[config.mk]
export PLATFORM = sky130hd
export DESIGN_NAME = spi_reg_ctrl
export DESIGN_NICKNAME = d
export VERILOG_FILES = /design/src/rtl/spi_reg_ctrl_pkg.sv /design/src/rtl/sync_2ff.sv /design/src/rtl/spi_reg_ctrl.sv
export SDC_FILE = /design/constraint.sdc
export NUM_CORES = 1
export LEC_CHECK = 0
export CAP_MARGIN = 20
export CORE_MARGIN = 5
export CORE_UTILIZATION = 47
export CTS_BUF_LIST = sky130_fd_sc_hd__clkbuf_8 sky130_fd_sc_hd__clkbuf_16
export CTS_CLUSTER_SIZE = 20
export DETAILED_ROUTE_END_ITERATION = 8
export GPL_TIMING_DRIVEN = 0
export PLACE_DENSITY = 0.71
export SLEW_MARGIN = 5
export SYNTH_ARGS = -nofsm -noshare
export SYNTH_HDL_FRONTEND = slang
export SYNTH_SLANG_ARGS = --single-unit
[constraint.sdc]
create_clock -name clk -period 2.2 [get_ports clk]
set_input_delay 0.44 -clock clk [delete_from_list [all_inputs] [get_ports clk]]
set_output_delay 0.44 -clock clk [all_outputs]
set_load 0.05 [all_outputs]
[src/rtl/spi_reg_ctrl_pkg.sv]
// Shared types and default widths for the SPI register controller.
// Holds the FSM state enum and the frame-length constant.
package spi_reg_ctrl_pkg;

  localparam int ADDR_W_DEF = 7;
  localparam int REG_W_DEF  = 8;
  localparam int ACK_TO_DEF = 15;
  localparam int FRAME_LEN  = 1 + ADDR_W_DEF + REG_W_DEF;

  typedef enum logic [2:0] {
    S_IDLE,
    S_CMD,
    S_RD_REQ,
    S_DATA,
    S_WR_REQ,
    S_WAIT_CS
  } state_t;

endpackage

[src/rtl/sync_2ff.sv]
// Two-flop synchronizer, W bits wide, async active-high reset.
// Ports: clk, rst, i_d (async in), o_q (synchronized out).
module sync_2ff #(
  parameter int           W       = 1,
  parameter logic [W-1:0] RST_VAL = '0
) (
  input  logic         clk,
  input  logic         rst,
  input  logic [W-1:0] i_d,
  output logic [W-1:0] o_q
);

  logic [W-1:0] r_m;
  logic [W-1:0] r_q;

  always_ff @(posedge clk or posedge rst) begin
    if (rst) begin
      r_m <= RST_VAL;
      r_q <= RST_VAL;
    end else begin
      r_m <= i_d;
      r_q <= r_m;
    end
  end

  assign o_q = r_q;

endmodule

[src/rtl/spi_reg_ctrl.sv]
// SPI mode-0 slave that turns 1+ADDR_W+REG_W bit frames into
// register-bank read/write requests with ack/err/timeout handling.
// Ports: clk, rst, ena; SPI pins spi_sclk/spi_cs_n/spi_mosi/spi_miso;
// bank side wr_rdn, addr, wdata, we, rdata, ack, err; status_err.
module spi_reg_ctrl
  import spi_reg_ctrl_pkg::*;
#(
  parameter int ADDR_W      = ADDR_W_DEF,
  parameter int REG_W       = REG_W_DEF,
  parameter int ACK_TIMEOUT = ACK_TO_DEF
) (
  input  logic              clk,
  input  logic              rst,
  input  logic              ena,
  input  logic              spi_sclk,
  input  logic              spi_cs_n,
  input  logic              spi_mosi,
  output logic              spi_miso,
  output logic              wr_rdn,
  output logic [ADDR_W-1:0] addr,
  output logic [REG_W-1:0]  wdata,
  output logic              we,
  input  logic [REG_W-1:0]  rdata,
  input  logic              ack,
  input  logic              err,
  output logic              status_err
);

  localparam int FL = 1 + ADDR_W + REG_W;
  localparam int CW = $clog2(FL + 1);
  localparam int TW = $clog2(ACK_TIMEOUT + 1);

  // {sclk, cs_n, mosi}
  logic [2:0] w_s2;
  logic [1:0] r_s3;

  sync_2ff #(.W(3), .RST_VAL(3'b010)) u_sync (
    .clk (clk),
    .rst (rst),
    .i_d ({spi_sclk, spi_cs_n, spi_mosi}),
    .o_q (w_s2)
  );

  logic w_rise, w_fall, w_cs_fall, w_cs_hi, w_mosi;

  assign w_rise    = w_s2[2] & ~r_s3[1];
  assign w_fall    = ~w_s2[2] & r_s3[1];
  assign w_cs_fall = ~w_s2[1] & r_s3[0];
  assign w_cs_hi   = w_s2[1];
  assign w_mosi    = w_s2[0];

  state_t            r_state;
  logic [CW-1:0]     r_cnt;
  logic [ADDR_W-1:0] r_cmd;
  logic [REG_W-2:0]  r_rx;
  logic [REG_W-1:0]  r_tx;
  logic [TW-1:0]     r_tmo;
  logic              r_late;
  logic              r_wr_rdn;
  logic [ADDR_W-1:0] r_addr;
  logic [REG_W-1:0]  r_wdata;
  logic              r_we;
  logic              r_miso;
  logic              r_err;

  logic [ADDR_W:0]   w_cmd_nxt;
  logic [REG_W-1:0]  w_rx_nxt;
  logic [CW-1:0]     w_cnt_rd;
  logic              w_late;
  logic              w_done;
  logic              w_tmo_hit;

  assign w_cmd_nxt = {r_cmd, w_mosi};
  assign w_rx_nxt  = {r_rx, w_mosi};
  assign w_tmo_hit = (r_tmo == TW'(ACK_TIMEOUT - 1));
  assign w_done    = ack | err | w_tmo_hit;
  // A data-phase falling edge seen before completion makes the read late
  assign w_late    = r_late | w_fall;
  // Data-bit rises keep counting while the read is still outstanding
  assign w_cnt_rd  = (w_rise && r_cnt != CW'(REG_W)) ?
                     r_cnt + CW'(1) : r_cnt;

  always_ff @(posedge clk or posedge rst) begin
    if (rst) begin
      r_s3     <= 2'b01;
      r_state  <= S_IDLE;
      r_cnt    <= '0;
      r_cmd    <= '0;
      r_rx     <= '0;
      r_tx     <= '0;
      r_tmo    <= '0;
      r_late   <= 1'b0;
      r_wr_rdn <= 1'b0;
      r_addr   <= '0;
      r_wdata  <= '0;
      r_we     <= 1'b0;
      r_miso   <= 1'b0;
      r_err    <= 1'b0;
    end else begin
      r_s3 <= w_s2[2:1];
      if (!ena) begin
        r_state <= S_IDLE;
        r_we    <= 1'b0;
        r_miso  <= 1'b0;
      end else begin
        unique case (r_state)
          S_IDLE: begin
            r_miso <= 1'b0;
            if (w_cs_fall) begin
              r_state <= S_CMD;
              r_cnt   <= '0;
              r_late  <= 1'b0;
              r_tx    <= '0;
            end
          end
          S_CMD: begin
            if (w_cs_hi) begin
              r_state <= S_IDLE;
            end else if (w_rise) begin
              r_cmd <= w_cmd_nxt[ADDR_W-1:0];
              if (r_cnt == CW'(ADDR_W)) begin
                r_cnt    <= '0;
                r_tmo    <= '0;
                r_addr   <= w_cmd_nxt[ADDR_W-1:0];
                r_wr_rdn <= w_cmd_nxt[ADDR_W];
                if (w_cmd_nxt[ADDR_W]) begin
                  r_state <= S_DATA;
                end else begin
                  r_state <= S_RD_REQ;
                  r_we    <= 1'b1;
                end
              end else begin
                r_cnt <= r_cnt + CW'(1);
              end
            end
          end
          S_RD_REQ: begin
            r_cnt <= w_cnt_rd;
            if (w_fall) begin
              r_late <= 1'b1;
              r_err  <= 1'b1;
            end
            if (w_done) begin
              r_we <= 1'b0;
              r_tx <= (ack && !w_late) ? rdata : '0;
              if (!ack) begin
                r_err <= 1'b1;
              end else if (!w_late && (&r_addr)) begin
                r_err <= 1'b0;
              end
              r_state <= (w_cnt_rd == CW'(REG_W)) ?
                         S_WAIT_CS : S_DATA;
            end else begin
              r_tmo <= r_tmo + TW'(1);
            end
          end
          S_DATA: begin
            if (w_cs_hi) begin
              r_state <= S_IDLE;
              r_miso  <= 1'b0;
            end else begin
              if (w_fall) begin
                r_miso <= r_tx[REG_W-1];
                r_tx   <= {r_tx[REG_W-2:0], 1'b0};
              end
              if (w_rise) begin
                r_rx <= w_rx_nxt[REG_W-2:0];
                if (r_cnt == CW'(REG_W - 1)) begin
                  r_cnt  <= '0;
                  r_miso <= 1'b0;
                  if (r_wr_rdn) begin
                    r_state <= S_WR_REQ;
                    r_we    <= 1'b1;
                    r_wdata <= w_rx_nxt;
                    r_tmo   <= '0;
                  end else begin
                    r_state <= S_WAIT_CS;
                  end
                end else begin
                  r_cnt <= r_cnt + CW'(1);
                end
              end
            end
          end
          S_WR_REQ: begin
            if (w_done) begin
              r_we    <= 1'b0;
              r_state <= S_WAIT_CS;
              if (!ack) r_err <= 1'b1;
            end else begin
              r_tmo <= r_tmo + TW'(1);
            end
          end
          S_WAIT_CS: begin
            r_miso <= 1'b0;
            if (w_cs_hi) r_state <= S_IDLE;
          end
          default: r_state <= S_IDLE;
        endcase
      end
    end
  end

  assign spi_miso   = r_miso;
  assign wr_rdn     = r_wr_rdn;
  assign addr       = r_addr;
  assign wdata      = r_wdata;
  assign we         = r_we;
  assign status_err = r_err;

endmodule

Word level (Yosys, flattened, before mapping):

Index checks and enable logic that the tools add are counted.

* bits in registers: 62
* input bits: 16
* output and inout bits: 19
* logic and storage cells: 159

* $add $sub $neg: 2
* equality and inequality tests: 44
* mux-type cells: 63
* bitwise operators: 9
* reductions and logical operators: 25

Operators by type and width (number)
* 8-bit two-way mux: 5
* 3-bit two-way mux: 12
* 3-bit != test (second input constant): 11
* 4-bit two-way mux: 8
* 2-bit != test (second input constant): 15
* 1-bit two-way mux: 25
* 5-bit two-way mux: 5
* 8-bit case mux with 3 select lines: 1
* 10-bit AND reduction: 2
* 3-bit case mux with 6 select lines: 1
* 4-bit by 3-bit != test with 1-bit output (second input constant): 4
* 4-bit AND reduction: 4
* 5-bit case mux with 3 select lines: 1
* 4-bit case mux with 3 select lines: 1
* 6-bit AND reduction: 2
* 5-bit AND reduction: 2
* 3-bit by 2-bit != test with 1-bit output (second input constant): 3
* 3-bit nonzero test: 3
* 8-bit AND reduction: 1
* 7-bit AND reduction: 1
* 3-bit by 2-bit equality test with 1-bit output (second input constant): 2
* 3-bit equality test (second input constant): 2
* 1-bit case mux with 2 select lines: 3
* 2-bit OR reduction: 3
* other kinds (17): 26

Depth between registers and ports, before layout:

* word-level depth: 9
* mapped depth: 8
* mapped depth without buffers: 8

Cells and area by module:

From an unflattened synthesis, not the netlist that was laid out.

* cells, all modules: 282
* area total of the unflattened synthesis: 3056.7 um^2

Modules (own cells, without submodules)
* spi_reg_ctrl: times used 1, cells each 275, area each 2900.3 um^2, seq. area each 1402.6 um^2
* sync_2ff: times used 1, cells each 7, area each 156.4 um^2, seq. area each 152.6 um^2

Least setup slack after synthesis:

OpenSTA, ideal clock, no wires.

* path type: register to register
* start: register r_wr_rdn (netlist: wr_rdn)
* end: register r_tmo[3]
* library setup time: 0.078 ns
* arrival: 2.031 ns
* required time: 2.122 ns
* path slack: 0.091 ns
* stages on the path, launching flop included: 6
* path buffers: 0
* period minus slack after synthesis: 2.109 ns
* path through: dfrtp_1 nor4bb_1 o211ai_1 a2111o_1 or3_1 a21oi_1

* cells in the longest elaborated chain, start to end: 2

RTL lines
* start, declared: RTL line spi_reg_ctrl.sv:59 `logic r_wr_rdn;`
* start signal, assigned: RTL line spi_reg_ctrl.sv:125 `r_wr_rdn <= w_cmd_nxt[ADDR_W];`
* 2-bit != test (no line)
* 10-bit AND reduction (no line)
* end signal, assigned: RTL line spi_reg_ctrl.sv:154 `r_tmo <= r_tmo + TW'(1);`
* end signal, assigned: RTL line spi_reg_ctrl.sv:191 `r_tmo <= r_tmo + TW'(1);`
* end, declared: RTL line spi_reg_ctrl.sv:57 `logic [TW-1:0] r_tmo;`

Every way passes these cells.
A chain may end at the register's enable or synchronous reset.

Worst setup path in the final report:

* start: register r_cnt[0]
* end: register r_tmo[3]

* cells in the longest elaborated chain, start to end: 3
* elaborated cells between the ends (all ways): 4
* those cells by class: eq/ne: 3; reduce/logical: 1

RTL lines
* start, declared: RTL line spi_reg_ctrl.sv:53 `logic [CW-1:0] r_cnt;`
* start signal, assigned: RTL line spi_reg_ctrl.sv:133 `r_cnt <= r_cnt + CW'(1);`
* start signal, assigned: RTL line spi_reg_ctrl.sv:138 `r_cnt <= w_cnt_rd;`
* start signal, assigned: RTL line spi_reg_ctrl.sv:180 `r_cnt <= r_cnt + CW'(1);`
* 5-bit by 3-bit equality test with 1-bit output (*): RTL line spi_reg_ctrl.sv:121, spi_reg_ctrl.sv:168
* 2-bit != test (no line)
* 10-bit AND reduction (no line) (*)

Mark *: on every way between the ends. The rest lies on a longest branch, timed or not.

==> flow_metrics.tcl <==
set metrics [dict create \
    status "complete, no violations" \
    clock_sinks 62 \
    powerDensity_nw_per_um2 843 \
    wl_met1_um 2950 \
    r2r-start "r_cnt[0]" \
    yosysWarnings 0 \
    p_leak_nw 1.67 \
    clockPowerShare_pct 30.3 \
    die_w_um 90.1 \
    timing.final.crit_period_ns 2.16 \
    min_from "u_sync.r_m[0]" \
    core-area_um2 6310 \
    fmax_ghz 0.462 \
    nFillCells 531 \
    wl_met2_um 3290 \
    max_slew_margin_pct 48.4 \
    cts-hold-fix-buffers 0 \
    cts.clk_slew.worst_paths_ns 0.07 \
    antenna_found_initial 0 \
    cp_slowest_cell "a2111o_1" \
    hold_viol 0 \
    clock_path_buffers 2 \
    instances_no_fill 420 \
    die_h_um 90.1 \
    startpoint_type "register" \
    place_congestion 0.916 \
    synth_fa_ha_area_share_pct 1.66 \
    wl_um 6650 \
    switching_share_pct 33.3 \
    worstPathRequired_ns 2.46 \
    setup_viol 0 \
    post_dp_cell_area_um2 3470 \
    cellInternalPower_w 0.00215 \
    fin_util_pct 60.5 \
    synth_top_family_by_area "simple AND/OR/NAND/NOR gates" \
    clk_latency_ns 0.34 \
    synthFlopType "dfrtp_1" \
    dp_cells 392 \
    top_layer_used "met4" \
    initial_core_util_pct 47.8 \
    vdd_drop_max_v 0.000505 \
    synth_area_um2 3020 \
    final_max_slew_viol_count 0 \
    worst_slack_ns 0.0365 \
    ys_ff_latch 62 \
    drt-initial-drc-count 176 \
    ys_seq_area_share_pct 51.5 \
    syn_nets 300 \
    hp-class "reg -> reg" \
    finalCritPeriodShare_pct 98.3 \
    rows 29 \
    numPortBuffers 34 \
    synth_compound_area_share_pct 15.4 \
    firstDrtPassIters 5 \
    nNetsFinal 358 \
    grt.total_usage_pct 16.9 \
    cts_inserted_buffers 9 \
    dr_total_vias 2376 \
    h-tree-depth 3 \
    ios 35 \
    switchingPower_w 0.00107 \
    grt_pass1_wl_um 11300 \
    dieArea_um2 8120 \
    vias_per_cell 5.66 \
    diodes 0 \
    tightestPinTransition_ns 0.774 \
    grt_max_degree 38 \
    dpl.hpwl_um 4650 \
    synthMuxAreaShare_pct 11.5 \
    yosys.area_share.simple_pct 15.5 \
    fin_area_um2 3820 \
    dp_slack_ns -0.531 \
    cts_tree "built" \
    worstPathArrival_ns 2.42 \
    clock_skew_ns 0.00720 \
    postSynthAreaPerCell_um2 10.8 \
    cp_cell_sequence "ha_2 -> and4bb_2 -> o211ai_2 -> a2111o_1 -> or3_4 -> a21oi_2" \
    cp-end-kind "register" \
    synth_edf_count 0 \
    worstSetupStartpoint "r_cnt[0]" \
    drc_errors 0 \
    async_flop_share_pct 100 \
    post_drt_wl_per_cell_um 15.8 \
    p_seq_share_pct 42.1 \
    p_comb_share_pct 27.6 \
    syn_to_final_growth_pct 26.6 \
    synth-xor-area-share_pct 0.580 \
    cpPeakStageDelay_ns 0.46 \
    met3_length_um 275 \
    drv_cap 0 \
    cp_max_fo 6 \
    grt_pass1_vias 2320 \
    grt-ovfl-total 0 \
    drive_gt1_share_pct 21.9 \
    cts_root_buf "clkbuf_8" \
    synth.distinct_cells 60 \
    postRouteAntennaNets 0 \
    critPathKind "reg -> reg" \
    synthCells 280 \
]
-- critical path, delay by kind of cell (launching register included) --
kind            cells  cell delay [ns]
fa+ha+maj           1             0.23
simple gates        2             0.69
flops               1             0.43
compound gates      3             0.73
-- synth_stat cells (4+ instances only) --
library cell  instances  area, um^2
nor3_1                4        20.0
mux2_2               14         158
a22oi_1               8        60.1
clkbuf_1              7        26.3
o21ai_0              10        50.1
ha_1                  4        50.1
mux2_1               16         180
a21oi_1              10        50.1
nor2_1               11        41.3
nand2_1              30         113
or3_1                 4        25.0
dfrtp_1              59        1480
inv_1                 9        33.8
buf_2                 4        20.0
nor2b_1               5        31.3
nand2b_1              8        50.1
o21ai_1              11        55.1
nand3_1               6        30.0
-- per-layer routing --
metal | global-route usage, % | up-vias
met3 | 4.34 | 16
met5 | 0 | -
li1 | - | 1136
met4 | 6.20 | 0
met2 | 26.0 | 67
met1 | 23.0 | 1157
-- cell type report --
class	instances	area, um^2	area share (%)
Clock inverter	7	72.6	1.90
Inverter	11	41.3	1.08
Buffer	14	76.3	2.00
Tap cell	77	96.3	2.52
Clock buffer	9	124	3.24
Multi-Input combinational cell	193	1400	36.7
Timing Repair Buffer	47	450	11.8
Sequential cell	62	1560	40.8
-- logic make-up (layout without fill, tap and decap cells) --
| family | count (synthesis) | count (layout) |
|---|---|---|
| AOI/OAI and AO/OA | 69 | 69 |
| xor gates and xnor gates | 2 | 2 |
| adders and majority gates | 4 | 4 |
| buffers and inverters | 25 | 88 |
| DFF | 62 | 62 |
| muxes | 31 | 31 |
| and+or+nand+nor | 87 | 87 |
-- per-stage QoR --
| stage | total power, W | setup TNS [ns] | hold WS [ns] |
|---|---|---|---|
| 3_3_place_gp | 0.00212 | -62.10 | 0.333 |
| 4_1_cts | 0.00316 | 0 | 0.352 |
| 3_5_place_dp | 0.00215 | -13.14 | 0.336 |
| 2_1_floorplan | 0.00193 | 0 | 0.331 |
| 5_1_grt | 0.00340 | -0.0171 | 0.364 |
| 6_report | 0.00322 | 0 | 0.352 |
-- cell usage in the layout (no fill, tap or decap), types with 3 or more instances in the layout --
cell type / netlist / final
nor3_1: 4 / 4
o22ai_1: 3 / 3
dfrtp_1: 59 / 57
mux2_2: 14 / 14
buf_2: 4 / 4
nor2_1: 11 / 10
ha_1: 4 / 3
nand2_1: 30 / 30
o21ai_0: 10 / 10
buf_4: 2 / 14
or3_1: 4 / 3
nand2b_1: 8 / 8
o21ai_1: 11 / 11
nor2b_1: 5 / 4
nand3_1: 6 / 6
a22oi_1: 8 / 8
dfstp_2: 3 / 3
and2_1: 3 / 3
mux2_1: 16 / 16
clkbuf_1: 7 / 4
inv_2: 2 / 3
clkbuf_2: 0 / 3
clkdlybuf4s50_1: 0 / 34
clkbuf_8: 0 / 9
inv_1: 9 / 8
a21oi_1: 10 / 9
-- registers in the layout, indices dropped and copies added, names as in the netlist --
signal,cells
u_sync.r_m,3
wr_rdn,1
r_s3,2
spi_miso,1
r_tmo,4
r_rx,7
status_err,1
wdata,8
we,1
r_late,1
r_state,3
addr,7
r_cnt,5
r_cmd,7
r_tx,8
u_sync.o_q,3
-- final timing paths --
check | endpoint | slack (ns) | depth (start not counted)
max reg2reg | r_tmo[3] | 0.04 | 6
max in group asynchronous | r_cnt[0] | 1.03 | 3
min reg2reg | u_sync.o_q[0] | 0.35 | 0
min | u_sync.o_q[0] | 0.35 | 0
min in group asynchronous | r_rx[6] | 0.56 | 2
max | r_tmo[3] | 0.04 | 6
-- power groups by stage --
stage / Sequential (W) / Clock, W / Combinational (W)
finish: 0.00135 / 0.000975 / 0.000890
global route: 0.00137 / 0.00105 / 0.000981
CTS: 0.00136 / 0.00100 / 0.000796
detailed placement: 0.00138 / 0 / 0.000765
global placement: 0.00137 / 0 / 0.000745
floorplan: 0.00138 / 0 / 0.000544
-- timing repair --
item                                    4_1_cts  5_1_grt
gates resized for setup                       8       10
buffers inserted                              1       11
pin swaps                                     2        3
endpoints found under the setup margin       26       22
No activity file was read; power rests on OpenSTA's default activity.
